File: src/rtl/apb_master_arb_if.sv
// Bundles the requester-side command/response signals and the APB master
// bus of apb_master_arb. The arbiter connects through the master modport;
// the requester fabric / APB slave side (or a bench) uses the slave modport.
interface apb_master_arb_if #(
    parameter int N_REQ = 2,
    parameter int ADDR  = 32,
    parameter int DATA  = 32
);
    localparam int STRB = DATA / 8;

    // requester side
    logic [N_REQ-1:0]      req_valid;
    logic [N_REQ-1:0]      req_write;
    logic [N_REQ*ADDR-1:0] req_addr;
    logic [N_REQ*DATA-1:0] req_wdata;
    logic [N_REQ*STRB-1:0] req_strb;
    logic [N_REQ-1:0]      req_ready;
    logic [N_REQ-1:0]      rsp_valid;
    logic [DATA-1:0]       rsp_rdata;
    logic                  rsp_err;
    logic                  rsp_timeout;

    // APB side
    logic                  psel;
    logic                  penable;
    logic                  pwrite;
    logic [ADDR-1:0]       paddr;
    logic [DATA-1:0]       pwdata;
    logic [STRB-1:0]       pstrb;
    logic [DATA-1:0]       prdata;
    logic                  pready;
    logic                  pslverr;

    modport master (
        input  req_valid, req_write, req_addr, req_wdata, req_strb,
        output req_ready, rsp_valid, rsp_rdata, rsp_err, rsp_timeout,
        output psel, penable, pwrite, paddr, pwdata, pstrb,
        input  prdata, pready, pslverr
    );

    modport slave (
        output req_valid, req_write, req_addr, req_wdata, req_strb,
        input  req_ready, rsp_valid, rsp_rdata, rsp_err, rsp_timeout,
        input  psel, penable, pwrite, paddr, pwdata, pstrb,
        output prdata, pready, pslverr
    );
endinterface

File: src/rtl/apb_master_arb.sv
// Round-robin arbiter that shares one APB master port among N_REQ requesters.
// One command is in flight at a time; the response (read data, slave error,
// timeout) is returned as a one-cycle pulse to the requester that owned it.
//
// state  | meaning
// -------+-----------------------------------------------------------------
// IDLE   | no transfer; grant the next valid requester (round-robin)
// SETUP  | APB setup phase: psel=1, penable=0
// ACCESS | APB access phase: psel=penable=1, wait for pready or timeout
module apb_master_arb #(
    parameter int N_REQ   = 2,
    parameter int ADDR    = 32,
    parameter int DATA    = 32,
    parameter int TIMEOUT = 256
) (
    input  logic              clk,
    input  logic              reset,
    apb_master_arb_if.master  bus
);
    localparam int STRB = DATA / 8;
    localparam int RW   = (N_REQ > 1) ? $clog2(N_REQ) : 1;
    // The counter only has to reach TIMEOUT-1: the cycle that would make it
    // TIMEOUT is the abort cycle itself.
    localparam int TW   = (TIMEOUT > 1) ? $clog2(TIMEOUT) : 1;
    localparam logic [TW-1:0] TO_LAST = TW'((TIMEOUT > 0) ? TIMEOUT - 1 : 0);

    typedef enum logic [1:0] {
        S_IDLE   = 2'd0,
        S_SETUP  = 2'd1,
        S_ACCESS = 2'd2
    } state_t;

    state_t           state_q, state_d;
    logic [RW-1:0]    rr_q, rr_d;
    logic [RW-1:0]    owner_q, owner_d;
    logic             write_q, write_d;
    logic [ADDR-1:0]  addr_q, addr_d;
    logic [DATA-1:0]  wdata_q, wdata_d;
    logic [STRB-1:0]  strb_q, strb_d;
    logic [TW-1:0]    cnt_q, cnt_d;
    logic [N_REQ-1:0] rsp_valid_q, rsp_valid_d;
    logic [DATA-1:0]  rsp_rdata_q, rsp_rdata_d;
    logic             rsp_err_q, rsp_err_d;
    logic             rsp_to_q, rsp_to_d;

    logic             gnt_found;
    logic [RW-1:0]    gnt_idx;
    logic [RW-1:0]    cand_idx;
    logic [N_REQ-1:0] req_ready_c;
    logic             psel_c;
    logic             penable_c;

    // Round-robin pick: first valid requester at or after the pointer.
    always_comb begin
        gnt_found = 1'b0;
        gnt_idx   = '0;
        cand_idx  = '0;
        for (int k = 0; k < N_REQ; k++) begin
            cand_idx = RW'((int'(rr_q) + k) % N_REQ);
            if (!gnt_found && bus.req_valid[cand_idx]) begin
                gnt_found = 1'b1;
                gnt_idx   = cand_idx;
            end
        end
    end

    // Next-state, command capture, response formation and APB phase outputs.
    always_comb begin
        state_d     = state_q;
        rr_d        = rr_q;
        owner_d     = owner_q;
        write_d     = write_q;
        addr_d      = addr_q;
        wdata_d     = wdata_q;
        strb_d      = strb_q;
        cnt_d       = cnt_q;
        rsp_valid_d = '0;
        rsp_rdata_d = '0;
        rsp_err_d   = 1'b0;
        rsp_to_d    = 1'b0;
        req_ready_c = '0;
        psel_c      = 1'b0;
        penable_c   = 1'b0;

        unique case (state_q)
            S_IDLE: begin
                cnt_d = '0;
                if (gnt_found) begin
                    req_ready_c[gnt_idx] = 1'b1;
                    owner_d = gnt_idx;
                    write_d = bus.req_write[gnt_idx];
                    addr_d  = bus.req_addr[int'(gnt_idx)*ADDR +: ADDR];
                    wdata_d = bus.req_wdata[int'(gnt_idx)*DATA +: DATA];
                    strb_d  = bus.req_strb[int'(gnt_idx)*STRB +: STRB];
                    rr_d    = RW'((int'(gnt_idx) + 1) % N_REQ);
                    state_d = S_SETUP;
                end
            end

            S_SETUP: begin
                psel_c  = 1'b1;
                state_d = S_ACCESS;
            end

            S_ACCESS: begin
                psel_c    = 1'b1;
                penable_c = 1'b1;
                // pready is checked first so a completion on the abort cycle
                // still counts as a normal transfer.
                if (bus.pready) begin
                    rsp_valid_d[owner_q] = 1'b1;
                    rsp_rdata_d = write_q ? '0 : bus.prdata;
                    rsp_err_d   = bus.pslverr;
                    cnt_d       = '0;
                    state_d     = S_IDLE;
                end else if (TIMEOUT != 0 && cnt_q == TO_LAST) begin
                    rsp_valid_d[owner_q] = 1'b1;
                    rsp_err_d   = 1'b1;
                    rsp_to_d    = 1'b1;
                    cnt_d       = '0;
                    state_d     = S_IDLE;
                end else if (TIMEOUT != 0) begin
                    cnt_d = cnt_q + TW'(1);
                end
            end

            default: state_d = S_IDLE;
        endcase
    end

    // State, command and response registers.
    always_ff @(posedge clk or posedge reset) begin
        if (reset) begin
            state_q     <= S_IDLE;
            rr_q        <= '0;
            owner_q     <= '0;
            write_q     <= 1'b0;
            addr_q      <= '0;
            wdata_q     <= '0;
            strb_q      <= '0;
            cnt_q       <= '0;
            rsp_valid_q <= '0;
            rsp_rdata_q <= '0;
            rsp_err_q   <= 1'b0;
            rsp_to_q    <= 1'b0;
        end else begin
            state_q     <= state_d;
            rr_q        <= rr_d;
            owner_q     <= owner_d;
            write_q     <= write_d;
            addr_q      <= addr_d;
            wdata_q     <= wdata_d;
            strb_q      <= strb_d;
            cnt_q       <= cnt_d;
            rsp_valid_q <= rsp_valid_d;
            rsp_rdata_q <= rsp_rdata_d;
            rsp_err_q   <= rsp_err_d;
            rsp_to_q    <= rsp_to_d;
        end
    end

    // req_ready is gated by reset so no command is accepted while held in reset.
    assign bus.req_ready   = reset ? '0 : req_ready_c;
    assign bus.rsp_valid   = rsp_valid_q;
    assign bus.rsp_rdata   = rsp_rdata_q;
    assign bus.rsp_err     = rsp_err_q;
    assign bus.rsp_timeout = rsp_to_q;

    assign bus.psel    = psel_c;
    assign bus.penable = penable_c;
    assign bus.pwrite  = write_q;
    assign bus.paddr   = addr_q;
    assign bus.pwdata  = wdata_q;
    assign bus.pstrb   = write_q ? strb_q : '0;
endmodule

File: src/flat_wrapper.sv
// flat-port wrapper written by rule: the top's interface ports become plain ports
module apb_master_arb_flat 
#(
    parameter int N_REQ   = 2,
    parameter int ADDR    = 32,
    parameter int DATA    = 32,
    parameter int TIMEOUT = 256
)
  (clk, reset, bus_req_valid, bus_req_write, bus_req_addr, bus_req_wdata, bus_req_strb, bus_req_ready, bus_rsp_valid, bus_rsp_rdata, bus_rsp_err, bus_rsp_timeout, bus_psel, bus_penable, bus_pwrite, bus_paddr, bus_pwdata, bus_pstrb, bus_prdata, bus_pready, bus_pslverr);
  apb_master_arb_if #(.N_REQ(N_REQ), .ADDR(ADDR), .DATA(DATA)) bus_i ();
  input  logic clk;
  input  logic reset;
  input wire logic [$bits(bus_i.req_valid)-1:0] bus_req_valid;
  input wire logic [$bits(bus_i.req_write)-1:0] bus_req_write;
  input wire logic [$bits(bus_i.req_addr)-1:0] bus_req_addr;
  input wire logic [$bits(bus_i.req_wdata)-1:0] bus_req_wdata;
  input wire logic [$bits(bus_i.req_strb)-1:0] bus_req_strb;
  output wire logic [$bits(bus_i.req_ready)-1:0] bus_req_ready;
  output wire logic [$bits(bus_i.rsp_valid)-1:0] bus_rsp_valid;
  output wire logic [$bits(bus_i.rsp_rdata)-1:0] bus_rsp_rdata;
  output wire logic [$bits(bus_i.rsp_err)-1:0] bus_rsp_err;
  output wire logic [$bits(bus_i.rsp_timeout)-1:0] bus_rsp_timeout;
  output wire logic [$bits(bus_i.psel)-1:0] bus_psel;
  output wire logic [$bits(bus_i.penable)-1:0] bus_penable;
  output wire logic [$bits(bus_i.pwrite)-1:0] bus_pwrite;
  output wire logic [$bits(bus_i.paddr)-1:0] bus_paddr;
  output wire logic [$bits(bus_i.pwdata)-1:0] bus_pwdata;
  output wire logic [$bits(bus_i.pstrb)-1:0] bus_pstrb;
  input wire logic [$bits(bus_i.prdata)-1:0] bus_prdata;
  input wire logic [$bits(bus_i.pready)-1:0] bus_pready;
  input wire logic [$bits(bus_i.pslverr)-1:0] bus_pslverr;
  assign bus_i.req_valid = bus_req_valid;
  assign bus_i.req_write = bus_req_write;
  assign bus_i.req_addr = bus_req_addr;
  assign bus_i.req_wdata = bus_req_wdata;
  assign bus_i.req_strb = bus_req_strb;
  assign bus_req_ready = bus_i.req_ready;
  assign bus_rsp_valid = bus_i.rsp_valid;
  assign bus_rsp_rdata = bus_i.rsp_rdata;
  assign bus_rsp_err = bus_i.rsp_err;
  assign bus_rsp_timeout = bus_i.rsp_timeout;
  assign bus_psel = bus_i.psel;
  assign bus_penable = bus_i.penable;
  assign bus_pwrite = bus_i.pwrite;
  assign bus_paddr = bus_i.paddr;
  assign bus_pwdata = bus_i.pwdata;
  assign bus_pstrb = bus_i.pstrb;
  assign bus_i.prdata = bus_prdata;
  assign bus_i.pready = bus_pready;
  assign bus_i.pslverr = bus_pslverr;
  apb_master_arb #(.N_REQ(N_REQ), .ADDR(ADDR), .DATA(DATA), .TIMEOUT(TIMEOUT)) u_core (.clk(clk), .reset(reset), .bus(bus_i));
endmodule
File: config.mk
export PLATFORM = sky130hd
export DESIGN_NAME = apb_master_arb_flat
export DESIGN_NICKNAME = d
export VERILOG_FILES = /design/src/rtl/apb_master_arb_if.sv /design/src/rtl/apb_master_arb.sv /design/src/flat_wrapper.sv
export SDC_FILE = /design/constraint.sdc
export NUM_CORES = 1
export LEC_CHECK = 0
export CORE_MARGIN = 3
export CORE_UTILIZATION = 35
export DETAILED_ROUTE_END_ITERATION = 8
export MAX_ROUTING_LAYER = met4
export PLACE_DENSITY = 0.78
export SLEW_MARGIN = 10
export SYNTH_ARGS = -nofsm -noshare
export SYNTH_HDL_FRONTEND = slang
export SYNTH_SLANG_ARGS = --single-unit
File: constraint.sdc
create_clock -name clk -period 3.5 [get_ports clk]
set_input_delay 0.525 -clock clk [delete_from_list [all_inputs] [get_ports clk]]
set_output_delay 0.525 -clock clk [all_outputs]
set_load 0.01 [all_outputs]
==> run metrics, run 1 <==
outcome=finished clean; largest net degree at the start of global routing=106; root buffer cell=clkbuf_16; VDD IR-drop max=0.0007618 V; post-placement cell count=902; cell area after layout=8497 um2; leakage power=3.854 nW; Tot Pwr=6.172 mW; Cell variety after synth=39; Syn. warnings=0; Std-Cell Rows=43; setup_tns=0 ns; Worst setup SP type=flop; Setup Skew=0.009168 ns; Syn Area/Cell=10.89 um2; initial DRC count=188; worst endpoint data arrival time=2.40 ns; Ant. Diodes=0; final setup fails=0; drt total wl=14380 um; Clk Latency, worst-skew pair=0.40 ns; drt via density=4.660; Final Slew Violations=0; DP Area=7925 um2; Starting Density=0.3581; io pins=285; Core Area=13930 um2; RSZ-0062 raised after global routing=false; hold_buf cts=0; Die Area=15730 um2; Final HPWL DP=10940 um; vias in the first global route=4747; endpoint type of the worst setup path=output pin; Max-cap violations=0; Post-synth top cells=117 x dfrtp_1, 111 x nand2_1, 37 x and2_1; nets=922; Top FF cell, synth=dfrtp_1; detailed-router iteration count before antenna repair=4; number of gates resized after CTS=0; via count=4352; final hold vios=0; layout cell share with drive strength beyond 1=0.06897; number of synthesized flops with an enable pin=0; Yosys reg bits=117; area grow syn2layout=70.29%; Final ANT Viol Nets=0; Tmin final=2.923 ns; filler cell count=1106; Worst-path clk slew=0.06 ns; share of async-settable or async-resettable flops after synthesis=1.000; Slew HR=0.3517; Min-Delay Path Class=in2async; Die Ht=125.4 um; Post-Synthesis Cells=458; Worst-Margin Slew=0.9724 ns; pwr/cell area=726.3 nW/um2; Required @ worst endpoint=2.97 ns; most numerous cell in the Yosys netlist=dfrtp_1; fin cells=934; post-synth design cell area=4990 um2; maximum fanout along the worst path=16; post-synth top area share=0.5868; Clock Path Buffers=2; Crit Path Category=reg2out; worst hold slack=0.4321 ns; initial antenna violation count=0; top cell type by total area after synthesis=dfrtp_1; DR WL/cell=15.39 um; DR DRC count=0; CTS buffer count=17; sequential area share after synthesis=0.5868; syn_nets=639; max frequency=0.3421 GHz; CTS Sinks=117; all-layer global routing usage=0.1927; CTS tree=yes; Remaining Overflow, GRT=0; RD Place Congestion=0.8416; first-pass GRT wire length=23470 um; Post-CTS Repair Setup Buffers=0; CTS H-Tree Depth=4; top cells by area, synth=dfrtp_1 59%, nand2_1 8.4%, mux2i_1 6.8%, and2_1 4.6%, a22oi_1 3.6%; Port Buffer Count=284; period utilization=0.8353; die width=125.4 um
[flip-flops by register name, summed over array words and instances (netlist names), 2 cells and up]
signal / cells
u_core.bus.paddr: 32
u_core.bus.pwdata: 32
u_core.bus.rsp_rdata: 32
u_core.cnt_q: 8
u_core.strb_q: 4
u_core.bus.rsp_valid: 2
u_core.state_q: 2
[stage by stage]
| step | util | worst slack, ns |
|---|---|---|
| 2_1_floorplan | - | 1.548 |
| 3_3_place_gp | 0.5687 | 0.7000 |
| 3_5_place_dp | 0.5687 | 0.6412 |
| 4_1_cts | 0.6098 | 0.5370 |
| 5_1_grt | 0.6098 | 0.3189 |
| 6_report | 0.6098 | 0.5765 |
[per-layer routing]
layer / vias to the layer above / GRT usage / share of wire
met4: 0 / 0.05740 / 0.012
met2: 177 / 0.3315 / 0.53
met5: - / - / 0
li1: 2138 / - / -
met1: 2022 / 0.2200 / 0.40
met3: 15 / 0.05340 / 0.066
[cells in the final DEF, fill, tap and decap left out, types with 2 or more instances in the layout]
master,n
nand2_1,111
o21ai_1,29
mux2i_1,34
inv_1,4
a22oi_1,24
clkinvlp_4,5
o21ai_4,2
buf_4,7
nor2_1,8
ha_1,5
nor3_1,3
inv_2,2
o21ai_0,15
inv_6,5
nand3_1,3
clkbuf_16,17
clkdlybuf4s50_1,284
and3_1,2
a32oi_1,11
a21o_1,2
a21oi_1,3
dfrtp_1,117
clkinv_4,3
mux2_2,2
and2_1,37
[kinds of logic (layout without fill, tap and decap cells)]
group           after synthesis  count (layout)  synth area share
compound gates               95              95            0.1264
xor+xnor                      1               1          0.001756
fa+ha+maj                     5               5           0.01254
buf+inv                      34             330           0.04614
flops                       117             117            0.5868
mux                          36              36           0.07272
simple gates                170             170            0.1537
[critical path, cell delays in order, from the launching register on]
cell and delay (ns):
dfrtp_1 0.40, inv_1 0.10, ha_1 0.57, inv_2 0.13, nor3_1 0.22, clkdlybuf4s50_1 0.57
[power by group]
group          switching (mW)  internal, mW
Clock                   0.653         0.992
Combinational            1.17          1.28
Sequential              0.264          1.82
Total                    2.08          4.09
[worst paths after layout]
check,from,endpoint,slack (ns),depth (start not counted)
worst max-delay path,u_core.state_q[1]$_DFFE_PP0P_,bus_req_ready[1],0.58,5
worst min-delay path,reset,u_core.rr_q$_DFFE_PP0P_,0.43,2
worst max register to register,u_core.state_q[1]$_DFFE_PP0P_,u_core.bus.pwdata[2]$_DFFE_PP0P_,1.23,5
worst min register to register,u_core.bus.paddr[28]$_DFFE_PP0P_,u_core.bus.paddr[28]$_DFFE_PP0P_,0.46,2
max in group asynchronous,reset,u_core.strb_q[3]$_DFFE_PP0P_,1.99,3
min in group clk,u_core.bus.paddr[28]$_DFFE_PP0P_,u_core.bus.paddr[28]$_DFFE_PP0P_,0.46,2
[final cells by class]
class                      count  area, um2  share of cell area
timing repair buffer         291       2895              0.3407
multi-input combinational    307       1847              0.2173
sequential                   117       2928              0.3446
inverter                       7      30.03            0.003534
clock buffer                  17      425.4             0.05007
clock inverter                15      146.4             0.01723
tap                          180      225.2             0.02651
Note: power is estimated with default switching activity, not from simulation.
==> inputs of run 2 (changes only) <==
- CORE_UTILIZATION: 35 -> 38
- PLACE_DENSITY: 0.78 -> 0.8
- clock period: 3.5 -> 3 ns (I/O delays scaled with it)
==> run metrics, run 2 (same netlist as run 1, synthesis figures left out) <==
outcome=finished clean; CP startpoint=u_core.state_q[0]$_DFFE_PP0P_; Setup WS pre-CTS=0.4161 ns (-0.2251 ns); pwr/cell area=868.8 nW/um2 (+20%); CTS buffer count=17 (unchanged); filler cell count=991 (-10%); post-placement cell count=895 (-0.78%); Core Area=12720 um2 (-8.7%); max frequency=0.3795 GHz; Final HPWL DP=11250 um (+2.7%); drt total wl=14620 um (+1.7%); io pins=285 (unchanged); Remaining Overflow, GRT=0 (unchanged); final setup fails=0 (unchanged); Slew HR=0.3507 (-0.001061); initial DRC count=197 (+4.8%); final hold vios=0 (unchanged); Crit Path Category=reg2out; worst endpoint data arrival time=2.18 ns (-0.22 ns); Required @ worst endpoint=2.55 ns (-0.42 ns); initial antenna violation count=0 (unchanged); area taken by multi-input logic gates=1847 um2 (unchanged); number of gates resized after CTS=0 (unchanged); die width=120.6 um (-3.8%); nets=923 (+0.11%); drt via density=4.811 (+3.3%); all-layer global routing usage=0.2072 (+0.01458); Most Crowded Layer GR=met2; endpoint type of the worst setup path=output pin; layout cell share with drive strength beyond 1=0.06623 (-0.002740); hold_buf cts=0 (unchanged); Ant. Diodes=0 (unchanged); Setup Skew=0.008968 ns (-0.0002001 ns); post-route setup slack=0.3651 ns (-0.2114 ns); Port Buffer Count=284 (unchanged); Sequential Area=2928 um2 (unchanged); Die Ht=120.6 um (-3.8%); vias in the first global route=4643 (-2.2%); leakage power=3.895 nW (+1.1%); root buffer cell=clkbuf_16; M2 GR Usage=0.3629 (+0.03137); grt met3 use=0.06408 (+0.01068); detailed-router iteration count before antenna repair=5 (+1); global routing met1 resource utilization=0.2219 (+0.001994); most common cell after layout, fill and taps aside=clkdlybuf4s50_1; Post-CTS Repair Setup Buffers=0 (unchanged); CTS H-Tree Depth=4 (unchanged); setup_tns=0 ns (unchanged); VDD IR-drop max=0.0008722 V (+14%); Final ANT Viol Nets=0 (unchanged); R2R Path Start=u_core.state_q[0]$_DFFE_PP0P_; Max-cap violations=0 (unchanged); worst hold slack=0.4616 ns (+0.02949 ns); Std-Cell Rows=41 (-4.7%); area grow syn2layout=71.59%; Tmin final=2.635 ns; maximum fanout along the worst path=3 (-13); Worst-path clk slew=0.05 ns (about the same); Final Slew Violations=0 (unchanged); RSZ-0062 raised after global routing=false; Starting Density=0.3922 (+0.03413); hold path startpoint=u_core.bus.pwdata[1]$_DFFE_PP0P_; period utilization=0.8783; fin cells=927 (-0.75%); CTS tree=yes; Worst setup SP type=flop; CTS Sinks=117 (unchanged); largest net degree at the start of global routing=106 (unchanged); first-pass GRT wire length=22910 um (-2.4%); RD Place Congestion=0.7828 (-7.0%); Clock Path Buffers=2 (unchanged); Die Area=14540 um2 (-7.5%); most frequent cells in the layout=284 x clkdlybuf4s50_1, 117 x dfrtp_1, 111 x nand2_1; Clk Latency, worst-skew pair=0.40 ns (about the same); Worst-Margin Slew=0.9740 ns (+0.001591 ns); Min-Delay Path Class=reg2reg; via count=4460 (+2.5%); DR DRC count=0 (unchanged); DR WL/cell=15.78 um (+2.5%)
-- run 2: cell type report --
type	count	area share
Sequential cell	117	0.3420
Clock inverter	11	0.02060
Timing Repair Buffer	292	0.3405
Clock buffer	21	0.05261
Multi-Input combinational cell	307	0.2157
Tap cell	172	0.02514
Inverter	7	0.003507
-- run 2: worst paths after layout --
path,end,slack [ns],depth (start not counted)
max,bus_req_ready[1],0.37,5
min,u_core.bus.pwdata[1]$_DFFE_PP0P_,0.46,2
max reg2reg,u_core.bus.pwdata[2]$_DFFE_PP0P_,0.83,6
min reg2reg,u_core.bus.pwdata[1]$_DFFE_PP0P_,0.46,2
max in group asynchronous,u_core.bus.rsp_timeout$_DFF_PP0_,1.69,3
min in group asynchronous,u_core.bus.pwdata[0]$_DFFE_PP0P_,0.57,2
-- run 2: critical path: stages, from the launching register on --
cell and delay [ns]:
dfrtp_1 0.40, inv_1 0.12, ha_1 0.27, inv_2 0.09
nor3_1 0.29, clkdlybuf4s50_1 0.61
-- run 2: per-stage QoR --
step / total power, mW / util / cell area [um2]
2_1_floorplan: 3.807 / - / 4994
3_3_place_gp: 5.256 / 0.6237 / 7935
3_5_place_dp: 5.370 / 0.6237 / 7935
4_1_cts: 7.529 / 0.6730 / 8562
5_1_grt: 7.915 / 0.6730 / 8562
6_report: 7.438 / 0.6730 / 8562
-- run 2: report_power, final --
part | internal (mW) | total [mW] | leakage, nW | switching, mW
Clock | 1.42 | 2.12 | 0.301 | 0.701
Sequential | 2.12 | 2.43 | 1.51 | 0.309
Combinational | 1.50 | 2.89 | 2.09 | 1.39
Total | 5.04 | 7.44 | 3.90 | 2.40
-- run 2: metal layers --
layer  vias up  wire [um]
met5         -          0
met3        21       1216
li1       2136          -
met1      2111       5350
met2       192       7803
met4         0        254
